## src/rtl/csr_pkg.sv

```systemverilog
// rtl/csr_pkg.sv - shared constants, FSM states and sizing helper for the CSR encoder
package csr_pkg;

   localparam int CSR_DATA_W  = 32;
   localparam int CSR_N_ROWS  = 560;
   localparam int CSR_N_COLS  = 560;
   localparam int CSR_SP_AW   = 14;
   localparam int CSR_ROW_AW  = 10;
   localparam int CSR_NNZ_MAX = 16384;

   typedef enum logic [1:0] {
      IDLE   = 2'd0,
      INIT   = 2'd1,
      STREAM = 2'd2,
      DONE   = 2'd3
   } csr_state_e;

   // Counter width for a modulo-n count; never below one bit.
   function automatic int cnt_w(input int n);
      return (n > 1) ? $clog2(n) : 1;
   endfunction

endpackage

```

## src/rtl/csr_rc_counter.sv

```systemverilog
// rtl/csr_rc_counter.sv - row-major row/column position counter for the dense input stream
module csr_rc_counter
   import csr_pkg::*;
#(
   parameter int N_ROWS = CSR_N_ROWS,
   parameter int N_COLS = CSR_N_COLS,
   parameter int ROW_AW = CSR_ROW_AW,
   parameter int COL_W  = cnt_w(N_COLS)
) (
   input  logic              clk,
   input  logic              rst,
   input  logic              clr,
   input  logic              en,
   output logic [ROW_AW-1:0] row,
   output logic [COL_W-1:0]  col,
   output logic              row_end,
   output logic              last
);

   logic [ROW_AW-1:0] row_q, row_d;
   logic [COL_W-1:0]  col_q, col_d;

   assign row     = row_q;
   assign col     = col_q;
   assign row_end = (col_q == COL_W'(N_COLS - 1));
   assign last    = row_end && (row_q == ROW_AW'(N_ROWS - 1));

   always_comb begin
      row_d = row_q;
      col_d = col_q;
      if (clr) begin
         row_d = '0;
         col_d = '0;
      end else if (en) begin
         if (row_end) begin
            col_d = '0;
            // After the final element both counters return to the origin.
            row_d = last ? '0 : row_q + ROW_AW'(1);
         end else begin
            col_d = col_q + COL_W'(1);
         end
      end
   end

   always_ff @(posedge clk or negedge rst) begin
      if (!rst) begin
         row_q <= '0;
         col_q <= '0;
      end else begin
         row_q <= row_d;
         col_q <= col_d;
      end
   end

endmodule

```

## src/rtl/csr_encoder.sv

```systemverilog
// rtl/csr_encoder.sv - dense row-major stream to CSR value/column/row-pointer RAM writer
module csr_encoder
   import csr_pkg::*;
#(
   parameter int DATA_W  = CSR_DATA_W,
   parameter int N_ROWS  = CSR_N_ROWS,
   parameter int N_COLS  = CSR_N_COLS,
   parameter int SP_AW   = CSR_SP_AW,
   parameter int ROW_AW  = CSR_ROW_AW,
   parameter int NNZ_MAX = CSR_NNZ_MAX
) (
   input  logic              clk,
   input  logic              rst,
   input  logic              start,
   input  logic              in_valid,
   output logic              in_ready,
   input  logic [DATA_W-1:0] in_data,
   output logic              sp_we,
   output logic [SP_AW-1:0]  sp_addr,
   output logic [DATA_W-1:0] sp_data,
   output logic [31:0]       col_data,
   output logic              row_we,
   output logic [ROW_AW-1:0] row_addr,
   output logic [31:0]       row_data,
   output logic [31:0]       nnz_count,
   output logic              busy,
   output logic              done,
   output logic              overflow
);

   localparam int COL_W = cnt_w(N_COLS);

   csr_state_e        state_q, state_d;
   logic [31:0]       nnz_q, nnz_d;
   logic              overflow_q, overflow_d;
   logic              sp_we_q, sp_we_d;
   logic [SP_AW-1:0]  sp_addr_q, sp_addr_d;
   logic [DATA_W-1:0] sp_data_q, sp_data_d;
   logic [31:0]       col_data_q, col_data_d;
   logic              row_we_q, row_we_d;
   logic [ROW_AW-1:0] row_addr_q, row_addr_d;
   logic [31:0]       row_data_q, row_data_d;
   logic              done_q, done_d;

   logic              accept;
   logic              cnt_clr;
   logic              is_nz;
   logic              has_room;
   logic [31:0]       nnz_post;
   logic [ROW_AW-1:0] row;
   logic [COL_W-1:0]  col;
   logic              row_end;
   logic              last;

   assign in_ready = (state_q == STREAM);
   assign busy     = (state_q == INIT) || (state_q == STREAM);
   assign accept   = in_valid && in_ready;
   assign is_nz    = (in_data != '0);
   assign has_room = (nnz_q < 32'(NNZ_MAX));

   csr_rc_counter #(
      .N_ROWS (N_ROWS),
      .N_COLS (N_COLS),
      .ROW_AW (ROW_AW),
      .COL_W  (COL_W)
   ) u_rc (
      .clk     (clk),
      .rst     (rst),
      .clr     (cnt_clr),
      .en      (accept),
      .row     (row),
      .col     (col),
      .row_end (row_end),
      .last    (last)
   );

   always_comb begin
      state_d    = state_q;
      nnz_d      = nnz_q;
      overflow_d = overflow_q;
      sp_we_d    = 1'b0;
      sp_addr_d  = sp_addr_q;
      sp_data_d  = sp_data_q;
      col_data_d = col_data_q;
      row_we_d   = 1'b0;
      row_addr_d = row_addr_q;
      row_data_d = row_data_q;
      done_d     = 1'b0;
      cnt_clr    = 1'b0;
      nnz_post   = nnz_q;

      case (state_q)
         IDLE: begin
            if (start) begin
               state_d    = INIT;
               nnz_d      = '0;
               overflow_d = 1'b0;
               cnt_clr    = 1'b1;
               // Leading row pointer is written while sitting in INIT.
               row_we_d   = 1'b1;
               row_addr_d = '0;
               row_data_d = '0;
            end
         end
         INIT: begin
            state_d = STREAM;
         end
         STREAM: begin
            if (accept) begin
               if (is_nz) begin
                  if (has_room) begin
                     sp_we_d    = 1'b1;
                     sp_addr_d  = nnz_q[SP_AW-1:0];
                     sp_data_d  = in_data;
                     col_data_d = 32'(col);
                     nnz_post   = nnz_q + 32'd1;
                  end else begin
                     overflow_d = 1'b1;
                  end
               end
               nnz_d = nnz_post;
               // Row pointer includes this element when it was stored.
               if (row_end) begin
                  row_we_d   = 1'b1;
                  row_addr_d = row + ROW_AW'(1);
                  row_data_d = nnz_post;
               end
               if (last) begin
                  state_d = DONE;
               end
            end
         end
         DONE: begin
            done_d  = 1'b1;
            state_d = IDLE;
         end
         default: begin
            state_d = IDLE;
         end
      endcase
   end

   always_ff @(posedge clk or negedge rst) begin
      if (!rst) begin
         state_q    <= IDLE;
         nnz_q      <= '0;
         overflow_q <= 1'b0;
         sp_we_q    <= 1'b0;
         sp_addr_q  <= '0;
         sp_data_q  <= '0;
         col_data_q <= '0;
         row_we_q   <= 1'b0;
         row_addr_q <= '0;
         row_data_q <= '0;
         done_q     <= 1'b0;
      end else begin
         state_q    <= state_d;
         nnz_q      <= nnz_d;
         overflow_q <= overflow_d;
         sp_we_q    <= sp_we_d;
         sp_addr_q  <= sp_addr_d;
         sp_data_q  <= sp_data_d;
         col_data_q <= col_data_d;
         row_we_q   <= row_we_d;
         row_addr_q <= row_addr_d;
         row_data_q <= row_data_d;
         done_q     <= done_d;
      end
   end

   assign sp_we     = sp_we_q;
   assign sp_addr   = sp_addr_q;
   assign sp_data   = sp_data_q;
   assign col_data  = col_data_q;
   assign row_we    = row_we_q;
   assign row_addr  = row_addr_q;
   assign row_data  = row_data_q;
   assign nnz_count = nnz_q;
   assign done      = done_q;
   assign overflow  = overflow_q;

endmodule

```

## config.mk

```make
export PLATFORM = sky130hd
export DESIGN_NAME = csr_encoder
export DESIGN_NICKNAME = d
export VERILOG_FILES = /design/src/rtl/csr_pkg.sv /design/src/rtl/csr_rc_counter.sv /design/src/rtl/csr_encoder.sv
export SDC_FILE = /design/constraint.sdc
export NUM_CORES = 1
export LEC_CHECK = 0
export CORE_MARGIN = 8
export CORE_UTILIZATION = 49
export CTS_CLUSTER_SIZE = 30
export DETAILED_ROUTE_END_ITERATION = 8
export PLACE_DENSITY = 0.92
export SLEW_MARGIN = 5
export SYNTH_ARGS = -nofsm -noshare
export SYNTH_HDL_FRONTEND = slang
export SYNTH_SLANG_ARGS = --single-unit
```

## constraint.sdc

```tcl
create_clock -name clk -period 2.6 [get_ports clk]
set_input_delay 0.39 -clock clk [delete_from_list [all_inputs] [get_ports clk]]
set_output_delay 0.39 -clock clk [all_outputs]
set_load 0.01 [all_outputs]
```

==> reports/qor.tcl <==
set qor(outcome) {finished clean}
set qor(synth_area_per_inst_sq_um) 11.1
set qor(worst-path-stages) 4
set qor(cpMaxStageDelayCell) {sky130_fd_sc_hd__clkdlybuf4s50_1}
set qor(asyncSetResetFlopFracSynth_pct) 100
set qor(fin_util_pct) 67.3
set qor(synth.top_cells.by_count) {sky130_fd_sc_hd__dfrtp_1, sky130_fd_sc_hd__nand2_1, sky130_fd_sc_hd__o21ai_0}
set qor(filler_cell_count) 1020
set qor(n_antenna_cell) 0
set qor(ys_seq_elements) 156
set qor(dr.first_iter.drc_count) 410
set qor(dp.final_hpwl_um) 13800
set qor(die_h_um) 136
set qor(timing.setup.tns_ns) 0
set qor(die-width_um) 136
set qor(number_of_pins_exceeding_their_max_slew_limit_in_the_final_report) 0
set qor(setup.worst_path.end_class) {output port}
set qor(crit_chain) {inv_1 > ha_2 > buf_4 > clkdlybuf4s50_1}
set qor(cts_setup_buffers) 0
set qor(static-leakage-power_nw) 4.22
set qor(finClkSkew_ns) 0.00779
set qor(timing.final.hold_violations) 0
set qor(yosys.area.top_type_share_pct) 55.0
set qor(max-clock-path-buffers) 2
set qor(critical_path.reg2reg.startpoint) {u_rc.col[1]}
set qor(grt_antenna_before_repair) 0
set qor(yosys.cell_count.top_type) {sky130_fd_sc_hd__dfrtp_1}
set qor(synthDominantAreaCellType) {sky130_fd_sc_hd__dfrtp_1}
set qor(peakVddDrop_mv) 0.559
set qor(number_of_flops_mapped_to_enable_cells_by_yosys) 0
set qor(startpoint) {state_q[0]}
set qor(finalCritPeriodShare_pct) 91.9
set qor(postSynth.topFlopCell) {sky130_fd_sc_hd__dfrtp_1}
set qor(post_route_cells_drive_above_1_share_pct) 14.4
set qor(die_area_sq_um) 18600
set qor(grt_setup_unrepaired) {false}
set qor(critPathBufInv) 3
set qor(dpl.cell_count) 987
set qor(cp_top_family) {buffers and inverters}
set qor(drt_drc_violations_left) 0
set qor(core-area_sq_um) 14400
set qor(holdCritPathClass) {reg2reg}
set qor(clock-root-buffer) {sky130_fd_sc_hd__clkbuf_16}
set qor(vias_in_the_first_global_route) 5728
set qor(setup-violations-final) 0
set qor(syn_inst) 641
set qor(nets) 865
set qor(report.power.total_w) 0.00839
set qor(top_level_ports) 194
set qor(synthTopCellsByArea) {sky130_fd_sc_hd__dfrtp_1, sky130_fd_sc_hd__mux2_4, sky130_fd_sc_hd__mux2_2}
set qor(routed_wl_um) 19400
set qor(timing.critical_path.required_ns) 2.21
set qor(cts.clk_slew.worst_paths_ns) 0.06
set qor(post_layout_nonfiller_instances) 1019
set qor(route.detailed.wl_per_inst_um) 19.0
set qor(cap_viol_max_count) 0
set qor(timing.critical_path.from_type) {register}
set qor(grt_start_max_net_pins) 63
set qor(grt_pass1_wl_um) 30500
set qor(tritoncts) {yes}
set qor(detail_route.first_pass.iterations) 5
set qor(layout-area-overhead-vs-synth_pct) 36.2
set qor(worst_hold_startpoint) {row_data[28]}
set qor(maxClockFrequency_mhz) 419
set qor(grt_usage_pct) 21.2
set qor(cp.arrival_ns) 2.00
set qor(ys.warnings.count) 0
set qor(yosysUniqueCellTypes) 50
set qor(reg2reg_depth) 6
set qor(min_period_ns) 2.39
set qor(critical_path_peak_fanout) 12
set qor(placer_s_final_routability_congestion_estimate) 0.850
set qor(num_rows) 44
set qor(cts_htree_levels) 4
set qor(yosysSeqAreaShare_pct) 55.0
set qor(fin_hold_ws_ns) 0.478
set qor(critical_path_class) {reg2out}
set qor(ant_nets) 0
set qor(timing_worst_slew_pin_value_ns) 0.672
set qor(worst_path_largest_cell_delay_ns) 0.54
set qor(port-buffer-count) 171
set qor(number_of_buffers_created_by_cts) 17
set qor(vias) 5640
set qor(power.density_cell_area_nw_per_um2) 868
set qor(initial_core_util_pct) 49.4
set qor(clk-insertion-delay-late_ns) 0.42
set qor(clkSinkCount) 156
set qor(syn_area_sq_um) 7100
set qor(slew-limit-headroom_pct) 55.1
set qor(post_drt_via_cell_ratio) 5.53
set qor(global_route.overflow_total) 0
set qor(holdPathStages) 2
-- report_power, final --
group          internal, W  switching, W
registers          0.00283      0.000283
clock network      0.00150      0.000924
logic              0.00142       0.00143
total              0.00575       0.00263
-- flip-flops by register name, indices dropped and copies added (netlist names) --
register   count
row_data      32
u_rc.row      10
nnz_count     32
row_addr      10
sp_addr       14
sp_we          1
sp_data       32
col_data      10
u_rc.col      10
state_q        2
row_we         1
overflow       1
done           1
-- final cells by class --
cell class                      instances  area [sq um]  area share [%]
Inverter                               18          67.6           0.699
Clock buffer                           24           492            5.09
Timing Repair Buffer                  201          2020            20.8
Multi-Input combinational cell        429          2870            29.7
Clock inverter                          7          87.6           0.906
Tap cell                              184           230            2.38
Sequential cell                       156          3900            40.4
-- worst paths after layout --
kind / to / slack [ns]
setup / recovery: in_ready / 0.21
hold / removal: row_data[28] / 0.48
setup reg to reg: row_data[8] / 0.24
hold reg to reg: row_data[28] / 0.48
max in group asynchronous: nnz_count[17] / 1.40
min in group asynchronous: u_rc.col[7] / 0.53
-- metal layers --
layer  global-route usage (%)  part of all wire [%]  vias to the layer above
li1                         -                     -                     2598
met1                     25.1                    40                     2765
met2                     34.3                    48                      243
met3                     7.72                   9.8                       34
met4                     8.36                   2.1                        0
met5                        0                     0                        -
-- what timing repair did --
action / in CTS / in global routing
hold buffers: 1 / 0
endpoints found under the setup margin: 0 / 8
hold endpoints to repair: 60 / 0
resized for setup: 0 / 1
-- cells by family after synthesis --
logic type | Yosys count | share of synthesized area (%)
other | 1 | 0.0528
adders and majority gates | 6 | 1.06
xor gates and xnor gates | 18 | 2.22
muxes | 56 | 10.1
buffers and inverters | 77 | 5.71
AOI/OAI and AO/OA | 109 | 9.98
and+or+nand+nor | 218 | 15.9
DFF | 156 | 55.0
-- metrics by stage --
| stage | setup slack, ns | area [sq um] |
|---|---|---|
| 2_1_floorplan | 0.243 | 7180 |
| 3_3_place_gp | 0.108 | 9080 |
| 3_5_place_dp | 0.0513 | 9080 |
| 4_1_cts | 0.0201 | 9670 |
| 5_1_grt | 0.120 | 9670 |
| 6_report | 0.212 | 9670 |
-- worst register-to-register path, delay by kind of cell (launching register included) --
family | cells | cell delay, ns
fa+ha+maj | 1 | 0.21
flops | 1 | 0.45
simple gates | 5 | 1.64
-- cells in the final DEF (no fill, tap or decap), drive strengths merged, types with 7 or more instances in the layout --
master         instances
a21oi                 12
a32oi                  7
and2                  20
buf                   30
clkbuf                24
clkdlybuf4s50        170
conb                  22
dfrtp                156
inv                   18
mux2                  53
nand2                 78
nand3                 37
nand4                  7
nor2                  15
nor4                  12
o211ai                12
o21ai                 48
or3                    8
or4                   18
xnor2                 12
(Power assumes the default switching activity.)
